### config.mk
export PLATFORM = sky130hd
export DESIGN_NAME = uart_tx_arbiter_flat
export DESIGN_NICKNAME = d
export VERILOG_FILES = /design/src/rtl/uart_pkg.sv /design/src/rtl/uart_tx_arbiter_if.sv /design/src/rtl/uart_rr_pick.sv /design/src/rtl/uart_tx_arbiter.sv /design/src/flat_wrapper.sv
export SDC_FILE = /design/constraint.sdc
export NUM_CORES = 1
export LEC_CHECK = 0
export CAP_MARGIN = 0
export CORE_MARGIN = 2
export CORE_UTILIZATION = 43
export DETAILED_ROUTE_END_ITERATION = 8
export HOLD_SLACK_MARGIN = 0.08
export PLACE_DENSITY = 0.81
export SYNTH_ARGS = -nofsm -noshare
export SYNTH_HDL_FRONTEND = slang
export SYNTH_SLANG_ARGS = --single-unit
### constraint.sdc
create_clock -name clk -period 2.37 [get_ports clk]
set_clock_uncertainty 0.15 [all_clocks]
set_input_delay 0.237 -clock clk [delete_from_list [all_inputs] [get_ports clk]]
set_output_delay 0.237 -clock clk [all_outputs]
set_load 0.01 [all_outputs]
### src/rtl/uart_pkg.sv
// Shared definitions for the UART transmit arbiter.
//   - arb_state_e : arbiter FSM states
//   - DATA_W_DEFAULT : default word width per transfer
//   - baud code constants, including the post-reset code
//   - rr_other() : round-robin helper returning the non-granted requester
package uart_pkg;

  localparam int unsigned DATA_W_DEFAULT = 16;

  localparam int unsigned BAUD_W = 3;
  localparam logic [BAUD_W-1:0] BAUD_CODE_MIN   = 3'd0;
  localparam logic [BAUD_W-1:0] BAUD_CODE_MAX   = 3'd7;
  localparam logic [BAUD_W-1:0] BAUD_RESET_CODE = 3'd5;

  typedef enum logic [1:0] {
    ARB_IDLE,
    ARB_SEND,
    ARB_WAIT_START,
    ARB_WAIT_DONE
  } arb_state_e;

  // After granting requester idx, the other one is favoured next.
  function automatic logic rr_other(input logic idx);
    return ~idx;
  endfunction

endpackage

### src/rtl/uart_tx_arbiter_if.sv
// Host-side bundle for the UART transmit arbiter.
//   req0/req1   : requests, held with data stable until the matching ack
//   data0/data1 : offered words
//   ack0/ack1   : one-cycle acknowledge, word latched
//   cfg_we      : baud write strobe
//   cfg_baud    : new baud code
// modport master : producers (drive requests and config)
// modport slave  : arbiter (drives acks)
interface uart_tx_arbiter_if #(
  parameter int unsigned DATA_W = uart_pkg::DATA_W_DEFAULT
) ();
  import uart_pkg::*;

  logic              req0;
  logic              req1;
  logic [DATA_W-1:0] data0;
  logic [DATA_W-1:0] data1;
  logic              ack0;
  logic              ack1;
  logic              cfg_we;
  logic [BAUD_W-1:0] cfg_baud;

  modport master (
    output req0, req1, data0, data1, cfg_we, cfg_baud,
    input  ack0, ack1
  );

  modport slave (
    input  req0, req1, data0, data1, cfg_we, cfg_baud,
    output ack0, ack1
  );

endinterface

### src/rtl/uart_rr_pick.sv
// Combinational two-way round-robin pick.
//   req0_i/req1_i : requests
//   ptr_i         : favoured requester (0 or 1)
//   valid_o       : some requester is asking
//   idx_o         : chosen requester; the favoured one if asking, else the other
module uart_rr_pick (
  input  logic req0_i,
  input  logic req1_i,
  input  logic ptr_i,
  output logic valid_o,
  output logic idx_o
);

  always_comb begin
    valid_o = req0_i | req1_i;
    if (ptr_i) begin
      idx_o = req1_i ? 1'b1 : 1'b0;
    end else begin
      idx_o = req0_i ? 1'b0 : 1'b1;
    end
  end

endmodule

### src/rtl/uart_tx_arbiter.sv
// Shares one UART transmitter between two requesters.
//   clk, reset     : rising-edge clock, synchronous active-low reset
//   host           : request/ack/config bundle (slave side)
//   tx_busy        : transmitter frame in progress
//   tx_data        : word to the transmitter, held until the next grant
//   tx_transfer    : one-cycle start pulse to the transmitter
//   tx_baud_select : baud code, changed only while idle
//   done           : one-cycle pulse, frame finished
//   err_timeout    : one-cycle pulse, transmitter never went busy
//   idle           : high while the arbiter is idle
module uart_tx_arbiter
  import uart_pkg::*;
#(
  parameter int unsigned       DATA_W        = DATA_W_DEFAULT,
  parameter logic [BAUD_W-1:0] BAUD_RESET    = BAUD_RESET_CODE,
  parameter int unsigned       START_TIMEOUT = 64
) (
  input  logic                clk,
  input  logic                reset,
  uart_tx_arbiter_if.slave    host,
  input  logic                tx_busy,
  output logic [DATA_W-1:0]   tx_data,
  output logic                tx_transfer,
  output logic [BAUD_W-1:0]   tx_baud_select,
  output logic                done,
  output logic                err_timeout,
  output logic                idle
);

  localparam int unsigned CntW = (START_TIMEOUT > 1) ? $clog2(START_TIMEOUT) : 1;
  localparam logic [CntW-1:0] CntLoad = CntW'(START_TIMEOUT - 1);

  arb_state_e        state_q;
  logic              ptr_q;
  logic              pend_q;
  logic [BAUD_W-1:0] pend_baud_q;
  logic [CntW-1:0]   cnt_q;
  logic              ack0_q;
  logic              ack1_q;
  logic              tx_transfer_q;
  logic [DATA_W-1:0] tx_data_q;
  logic [BAUD_W-1:0] baud_q;
  logic              done_q;
  logic              err_q;
  logic              idle_q;

  logic              pick_valid;
  logic              pick_idx;
  logic [DATA_W-1:0] pick_data;

  uart_rr_pick u_pick (
    .req0_i  (host.req0),
    .req1_i  (host.req1),
    .ptr_i   (ptr_q),
    .valid_o (pick_valid),
    .idx_o   (pick_idx)
  );

  always_comb begin
    pick_data = pick_idx ? host.data1 : host.data0;
  end

  always_ff @(posedge clk) begin
    if (!reset) begin
      state_q       <= ARB_IDLE;
      ptr_q         <= 1'b0;
      pend_q        <= 1'b0;
      pend_baud_q   <= BAUD_RESET;
      cnt_q         <= '0;
      ack0_q        <= 1'b0;
      ack1_q        <= 1'b0;
      tx_transfer_q <= 1'b0;
      tx_data_q     <= '0;
      baud_q        <= BAUD_RESET;
      done_q        <= 1'b0;
      err_q         <= 1'b0;
      idle_q        <= 1'b1;
    end else begin
      ack0_q        <= 1'b0;
      ack1_q        <= 1'b0;
      tx_transfer_q <= 1'b0;
      done_q        <= 1'b0;
      err_q         <= 1'b0;

      // Writes during a frame are parked; the latest one wins.
      if (host.cfg_we && (state_q != ARB_IDLE)) begin
        pend_q      <= 1'b1;
        pend_baud_q <= host.cfg_baud;
      end

      case (state_q)
        ARB_IDLE: begin
          // Config takes the whole edge so baud is stable before the next frame.
          if (pend_q || host.cfg_we) begin
            baud_q <= host.cfg_we ? host.cfg_baud : pend_baud_q;
            pend_q <= 1'b0;
          end else if (pick_valid) begin
            tx_data_q     <= pick_data;
            ack0_q        <= ~pick_idx;
            ack1_q        <= pick_idx;
            tx_transfer_q <= 1'b1;
            ptr_q         <= rr_other(pick_idx);
            idle_q        <= 1'b0;
            state_q       <= ARB_SEND;
          end
        end
        ARB_SEND: begin
          cnt_q   <= CntLoad;
          state_q <= ARB_WAIT_START;
        end
        ARB_WAIT_START: begin
          if (tx_busy) begin
            state_q <= ARB_WAIT_DONE;
          end else if (cnt_q == '0) begin
            err_q   <= 1'b1;
            idle_q  <= 1'b1;
            state_q <= ARB_IDLE;
          end else begin
            cnt_q <= cnt_q - 1'b1;
          end
        end
        ARB_WAIT_DONE: begin
          if (!tx_busy) begin
            done_q  <= 1'b1;
            idle_q  <= 1'b1;
            state_q <= ARB_IDLE;
          end
        end
        default: begin
          idle_q  <= 1'b1;
          state_q <= ARB_IDLE;
        end
      endcase
    end
  end

  assign host.ack0      = ack0_q;
  assign host.ack1      = ack1_q;
  assign tx_data        = tx_data_q;
  assign tx_transfer    = tx_transfer_q;
  assign tx_baud_select = baud_q;
  assign done           = done_q;
  assign err_timeout    = err_q;
  assign idle           = idle_q;

endmodule
### src/flat_wrapper.sv
// flat-port wrapper written by rule: the top's interface ports become plain ports
module uart_tx_arbiter_flat import uart_pkg::*;
#(
  parameter int unsigned       DATA_W        = DATA_W_DEFAULT,
  parameter logic [BAUD_W-1:0] BAUD_RESET    = BAUD_RESET_CODE,
  parameter int unsigned       START_TIMEOUT = 64
)
  (clk, reset, tx_busy, tx_data, tx_transfer, tx_baud_select, done, err_timeout, idle, host_req0, host_req1, host_data0, host_data1, host_cfg_we, host_cfg_baud, host_ack0, host_ack1);
  uart_tx_arbiter_if #(.DATA_W(DATA_W)) host_i ();
  input  logic clk;
  input  logic reset;
  input  logic tx_busy;
  output logic [DATA_W-1:0] tx_data;
  output logic tx_transfer;
  output logic [BAUD_W-1:0] tx_baud_select;
  output logic done;
  output logic err_timeout;
  output logic idle;
  input wire logic [$bits(host_i.req0)-1:0] host_req0;
  input wire logic [$bits(host_i.req1)-1:0] host_req1;
  input wire logic [$bits(host_i.data0)-1:0] host_data0;
  input wire logic [$bits(host_i.data1)-1:0] host_data1;
  input wire logic [$bits(host_i.cfg_we)-1:0] host_cfg_we;
  input wire logic [$bits(host_i.cfg_baud)-1:0] host_cfg_baud;
  output wire logic [$bits(host_i.ack0)-1:0] host_ack0;
  output wire logic [$bits(host_i.ack1)-1:0] host_ack1;
  assign host_i.req0 = host_req0;
  assign host_i.req1 = host_req1;
  assign host_i.data0 = host_data0;
  assign host_i.data1 = host_data1;
  assign host_i.cfg_we = host_cfg_we;
  assign host_i.cfg_baud = host_cfg_baud;
  assign host_ack0 = host_i.ack0;
  assign host_ack1 = host_i.ack1;
  uart_tx_arbiter #(.DATA_W(DATA_W), .BAUD_RESET(BAUD_RESET), .START_TIMEOUT(START_TIMEOUT)) u_core (.clk(clk), .reset(reset), .host(host_i), .tx_busy(tx_busy), .tx_data(tx_data), .tx_transfer(tx_transfer), .tx_baud_select(tx_baud_select), .done(done), .err_timeout(err_timeout), .idle(idle));
endmodule
==> results of run 1 <==
logic make-up (layout without fill, tap and decap cells):
kind of cell | Yosys count | in the layout | share of synthesized area, %
compound gates | 40 | 40 | 19.0
simple gates | 53 | 53 | 16.1
flops | 38 | 38 | 44.2
fa+ha+maj | 2 | 2 | 1.45
xor+xnor | 2 | 2 | 1.02
buf+inv | 17 | 83 | 5.38
mux | 22 | 22 | 12.8
placed cells by master, fill, tap and decap left out, types with 2 or more instances in the layout:
cell / instances
buf_4: 3
clkbuf_8: 6
dfxtp_1: 38
a211oi_2: 12
or3_1: 2
nor2b_1: 2
o21ai_0: 7
xor2_1: 2
nand2_1: 5
and3_1: 4
inv_1: 5
o211ai_1: 3
mux2i_1: 21
a211oi_1: 5
ha_1: 2
nor2_2: 2
nand2b_1: 3
a21oi_1: 7
nor2_1: 25
clkdlybuf4s50_1: 65
a31oi_1: 2
registers in the layout, summed over array words and instances, names as in the netlist:
name	flops
u_core.cnt_q	6
u_core.done	1
u_core.err_timeout	1
u_core.host.ack0	1
u_core.host.ack1	1
u_core.idle	1
u_core.pend_baud_q	3
u_core.pend_q	1
u_core.ptr_q	1
u_core.state_q	2
u_core.tx_baud_select	3
u_core.tx_data	16
u_core.tx_transfer	1
metal layers:
metal | GRT usage, % | up-vias | part of all wire [%]
met3 | 6.00 | 5 | 9.1
met5 | 0 | - | 0
met2 | 30.1 | 42 | 44
met1 | 20.3 | 653 | 46
met4 | 6.38 | 0 | 1.3
li1 | - | 748 | -
final timing paths:
| check | endpoint | slack [ps] | cells after the start |
|---|---|---|---|
| worst min-delay path | u_core.tx_baud_select[1] | 320 | 2 |
| worst max-delay path | u_core.ptr_q | 570 | 5 |
| worst max register to register | u_core.ptr_q | 570 | 5 |
| worst min register to register | u_core.tx_baud_select[1] | 320 | 2 |
final cells by class:
cell class	instances	area [µm²]	share of cell area (%)
clock buffer	6	82.6	3.30
clock inverter	2	12.5	0.500
inverter	6	22.5	0.900
multi-input combinational	119	871	34.8
sequential	38	761	30.4
tap	48	60.1	2.40
timing repair buffer	69	693	27.7
stage by stage:
step | area, µm² | power [mW] | hold slack (ps) | utilization (%)
finish | 2500 | 1.64 | 318 | 66.8
global route | 2500 | 1.74 | 328 | 66.8
CTS | 2500 | 1.66 | 317 | 66.8
detailed placement | 2410 | 1.20 | 302 | 64.3
global placement | 2410 | 1.19 | 294 | 64.3
floorplan | 1720 | 1.01 | 223 | -
power breakdown:
group	total, mW	leakage, nW	internal (mW)	switching (mW)
combinational	0.440	0.612	0.241	0.199
sequential	0.742	0.312	0.702	0.0400
clock	0.456	0.0472	0.234	0.223
critical path: cells and delay by family, from the launching register on:
kind,cells,cell delay (ps)
AND/OR/NAND/NOR,3,680
flip-flops,1,380
multiplexers,1,210
buffers and inverters,1,250
==> flow_metrics.env, run 1 <==
export IMPL_place_hpwl_um=2680
export IMPL_worstSetupStartpointType="flip-flop"
export IMPL_numPortBuffers=65
export IMPL_grt_usage_pct=17.6
export IMPL_syn_avg_cell_area_um2=9.89
export IMPL_finalSetupTns_ps=0
export IMPL_vias=1448
export IMPL_drcViolationCount=0
export IMPL_fillers=323
export IMPL_synthCells=174
export IMPL_ys_flop_type="dfxtp_1"
export IMPL_worstSetupEndpointType="flip-flop"
export IMPL_path_max_fanout=37
export IMPL_vdd_drop_max_mv=0.438
export IMPL_cts_tree="built"
export IMPL_status="finished clean"
export IMPL_htree_num_levels=2
export IMPL_synth_area_top_cells="dfxtp_1 (44%), mux2i_1 (13%), a211oi_2 (8.7%)"
export IMPL_yosysMostFrequentCell="dfxtp_1"
export IMPL_grt_pass1_wl_um=6000
export IMPL_antennaDiodeCount=0
export IMPL_final_cells=288
export IMPL_max_cap_violations=0
export IMPL_ys_top_cells_by_count="dfxtp_1 (38), nor2_1 (25), mux2i_1 (22)"
export IMPL_clk_pin_slew_ps=70
export IMPL_ys_seq_elements=38
export IMPL_post_place_ws_ps=346
export IMPL_wl_per_cell_um=12.6
export IMPL_routed_wirelength_um=3620
export IMPL_setup_slack_ps=570
export IMPL_grt_start_max_net_pins=38
export IMPL_vias_per_cell=5.03
export IMPL_tightest_slew_ps=600
export IMPL_fmax_ghz=0.556
export IMPL_rows=22
export IMPL_antenna_found_initial=0
export IMPL_cts_setup_buffers=0
export IMPL_postCtsHoldBufs=0
export IMPL_hold_viol_final=0
export IMPL_synth_top_cell_area_share_pct=44.2
export IMPL_io_pins=66
export IMPL_worstPathCellList="or2_1 -> nor4_4 -> buf_12 -> mux2i_1 -> nor2_1"
export IMPL_min_from="u_core.tx_baud_select[1]"
export IMPL_synth_warnings=0
export IMPL_finalWorstPathRequiredPeriod_ps=1800
export IMPL_numCtsBuffers=5
export IMPL_ys_types=38
export IMPL_slew_violations=0
export IMPL_cellPowerDensity_mw_per_mm2=655
export IMPL_yosysTopAreaCell="dfxtp_1"
export IMPL_hold_path_class="reg2reg"
export IMPL_clock_latency_ps=290
export IMPL_yosysSeqAreaShare_pct=44.2
export IMPL_crit_path_top_delay_cell="dfxtp_1"
export IMPL_start_util_pct=46.0
export IMPL_required_ps=2390
export IMPL_dp_cells=280
export IMPL_arrival_ps=1820
export IMPL_cpPeakStageDelay_ps=380
export IMPL_crit_type="reg2reg"
export IMPL_max_slew_margin_pct=59.6
export IMPL_die_w_um=67.3
export IMPL_area_growth_pct=45.5
export IMPL_critPathLaunch="u_core.state_q[1]"
export IMPL_fp_coreArea_mm2=0.00374
export IMPL_die_y_um=67.3
export IMPL_root_buffer="clkbuf_8"
export IMPL_rsz0062_at_grt="false"
export IMPL_leakage_nw=0.971
export IMPL_synth_async_sr_flop_share_pct=0
export IMPL_post_cts_resized=0
export IMPL_finalCritPeriodShare_pct=75.9
export IMPL_synth_fp_nets=217
export IMPL_overflow=0
export IMPL_synth_edf_count=0
export IMPL_ant_nets=0
export IMPL_drtIter0Drc=40
export IMPL_clock_sinks=38
export IMPL_finalSetupViolCount=0
export IMPL_cts_buffer_depth=2
export IMPL_netlist_area_mm2=0.00172
export IMPL_drive_gt1_share_pct=12.5
export IMPL_nets=282
export IMPL_place_congestion=0.907
export IMPL_drt_pass1_iter_count=4
export IMPL_die_area_mm2=0.00452
export IMPL_grt_pass1_vias=1390
export IMPL_rr_startpoint="u_core.state_q[1]"
Power figures use the tool's default switching activity.
==> run 2: changes to the inputs <==
==> constraint.sdc (replaced) <==
create_clock -name clk -period 1.7 [get_ports clk]
set_clock_uncertainty 0.15 [all_clocks]
set_input_delay 0.17 -clock clk [delete_from_list [all_inputs] [get_ports clk]]
set_output_delay 0.17 -clock clk [all_outputs]
set_load 0.01 [all_outputs]
==> flow_metrics.env, run 2 (same netlist as run 1, synthesis figures left out) <==
export IMPL_largest_reg_flops=16
export IMPL_switching_share_pct=25.9
export IMPL_overflow=0
export IMPL_max_slew_margin_pct=76.3
export IMPL_fillers=317
export IMPL_postCtsHoldBufs=0
export IMPL_max_cap_violations=0
export IMPL_fp_coreArea_mm2=0.00374
export IMPL_final_util_pct=71.0
export IMPL_place_hpwl_um=2900
export IMPL_tightest_slew_ps=355
export IMPL_finalSetupTns_ps=0
export IMPL_rsz0062_at_grt="false"
export IMPL_cell_internal_pwr_mw=1.84
export IMPL_cellPowerDensity_mw_per_mm2=936
export IMPL_wl_per_cell_um=12.8
export IMPL_area_growth_pct=54.4
export IMPL_power_frac_comb_pct=28.2
export IMPL_status="finished clean"
export IMPL_p_seq_share_pct=41.4
export IMPL_vias_per_cell=5.01
export IMPL_hold_viol_final=0
export IMPL_htree_num_levels=2
export IMPL_seq_area_um2=761
export IMPL_io_pins=66
export IMPL_die_y_um=67.3
export IMPL_numCtsBuffers=5
export IMPL_final_cells=302
export IMPL_antenna_found_initial=0
export IMPL_start_util_pct=46.0
export IMPL_vias=1514
export IMPL_arrival_ps=1670
export IMPL_place_congestion=0.798
export IMPL_setup_slack_ps=93.7
export IMPL_clock_sinks=38
export IMPL_finalCritPeriodShare_pct=94.5
export IMPL_drive_gt1_share_pct=18.9
export IMPL_worstSetupEndpointType="flip-flop"
export IMPL_grt_usage_pct=18.3
export IMPL_grt_start_max_net_pins=37
export IMPL_switchingPower_mw=0.643
export IMPL_dp_cells=295
export IMPL_whs_ps=320
export IMPL_drtIter0Drc=49
export IMPL_clock_power_share_pct=30.4
export IMPL_crit_type="reg2reg"
export IMPL_multi_input_area_um2=882
export IMPL_root_buffer="clkbuf_8"
export IMPL_clk_pin_slew_ps=70
export IMPL_cts_tree="built"
export IMPL_rows=22
export IMPL_nets=297
export IMPL_drt_pass1_iter_count=4
export IMPL_path_max_fanout=5
export IMPL_vdd_drop_max_mv=0.668
export IMPL_numPortBuffers=65
export IMPL_required_ps=1760
export IMPL_worstSetupStartpointType="flip-flop"
export IMPL_mostFrequentLayoutCell="clkdlybuf4s50_1"
export IMPL_antennaDiodeCount=0
export IMPL_die_w_um=67.3
export IMPL_post_place_ws_ps=-82.2
export IMPL_grt_pass1_vias=1436
export IMPL_routed_wirelength_um=3860
export IMPL_die_area_mm2=0.00452
export IMPL_clock_latency_ps=280
export IMPL_drcViolationCount=0
export IMPL_finalSetupViolCount=0
export IMPL_cts_buffer_depth=2
export IMPL_leakage_nw=1.06
export IMPL_slew_violations=0
export IMPL_finalWorstPathRequiredPeriod_ps=1610
export IMPL_hold_path_class="reg2reg"
export IMPL_ant_nets=0
export IMPL_fmax_ghz=0.623
export IMPL_final_cell_mix="clkdlybuf4s50_1 (65), dfxtp_1 (38), nor2_1 (25)"
export IMPL_grt_pass1_wl_um=6210
## run 2: changes by cell type in the layout (fill, tap and decap cells not counted)
cell / previous run / this run
buf_4: 3 / 17
inv_1: 5 / 3
inv_2: 0 / 2
buf_12: 1 / 2
bufinv_16: 0 / 1
clkinv_2: 1 / 0
clkinvlp_4: 1 / 0
nor4bb_1: 1 / 0
nor4bb_2: 0 / 1
o21ai_0: 7 / 6
o21ai_1: 0 / 1
or3_1: 2 / 1
or3_4: 0 / 1
## run 2: layout make-up
| cell class | count | area share (%) |
|---|---|---|
| Sequential cell | 38 | 28.6 |
| Multi-Input combinational cell | 119 | 33.2 |
| Clock buffer | 6 | 3.11 |
| Clock inverter | 1 | 1.13 |
| Inverter | 6 | 0.848 |
| Tap cell | 48 | 2.26 |
| Timing Repair Buffer | 84 | 30.8 |
## run 2: routing by layer
layer | routed length, µm | GRT usage [%] | share of wire (%)
met1 | 1710 | 21.3 | 44
met2 | 1820 | 32.4 | 47
met3 | 268 | 3.83 | 6.9
met4 | 59 | 7.65 | 1.5
met5 | 0 | 0 | 0
## run 2: through the flow
step | power [mW] | area (µm²)
6_report | 2.49 | 2660
5_1_grt | 2.61 | 2660
4_1_cts | 2.50 | 2650
3_5_place_dp | 1.74 | 2530
3_3_place_gp | 1.73 | 2530
2_1_floorplan | 1.42 | 1730
## run 2: path summary, 6_finish.rpt
path | slack [ps] | from | to | depth (start not counted)
min | 320 | u_core.tx_baud_select[1] | u_core.tx_baud_select[1] | 2
min reg2reg | 320 | u_core.tx_baud_select[1] | u_core.tx_baud_select[1] | 2
max | 90 | u_core.cnt_q[3] | u_core.cnt_q[5] | 4
max reg2reg | 90 | u_core.cnt_q[3] | u_core.cnt_q[5] | 4
## run 2: power groups by stage
stage | clock (mW) | sequential, mW | combinational (mW)
global route | 0.806 | 1.04 | 0.763
floorplan | 0 | 1.07 | 0.344
global placement | 0 | 1.04 | 0.682
CTS | 0.775 | 1.03 | 0.700
finish | 0.756 | 1.03 | 0.702
detailed placement | 0 | 1.05 | 0.697
## run 2: critical path: stages (launching register included)
cell	delay, ps
dfxtp_1	330
or3_4	400
nand4b_1	200
or3_1	320
a31oi_1	150
## run 2: timing repair
item / in CTS / in global routing
resized for setup: 0 / 5
endpoints found under the setup margin: 0 / 3
buffers inserted: 0 / 0
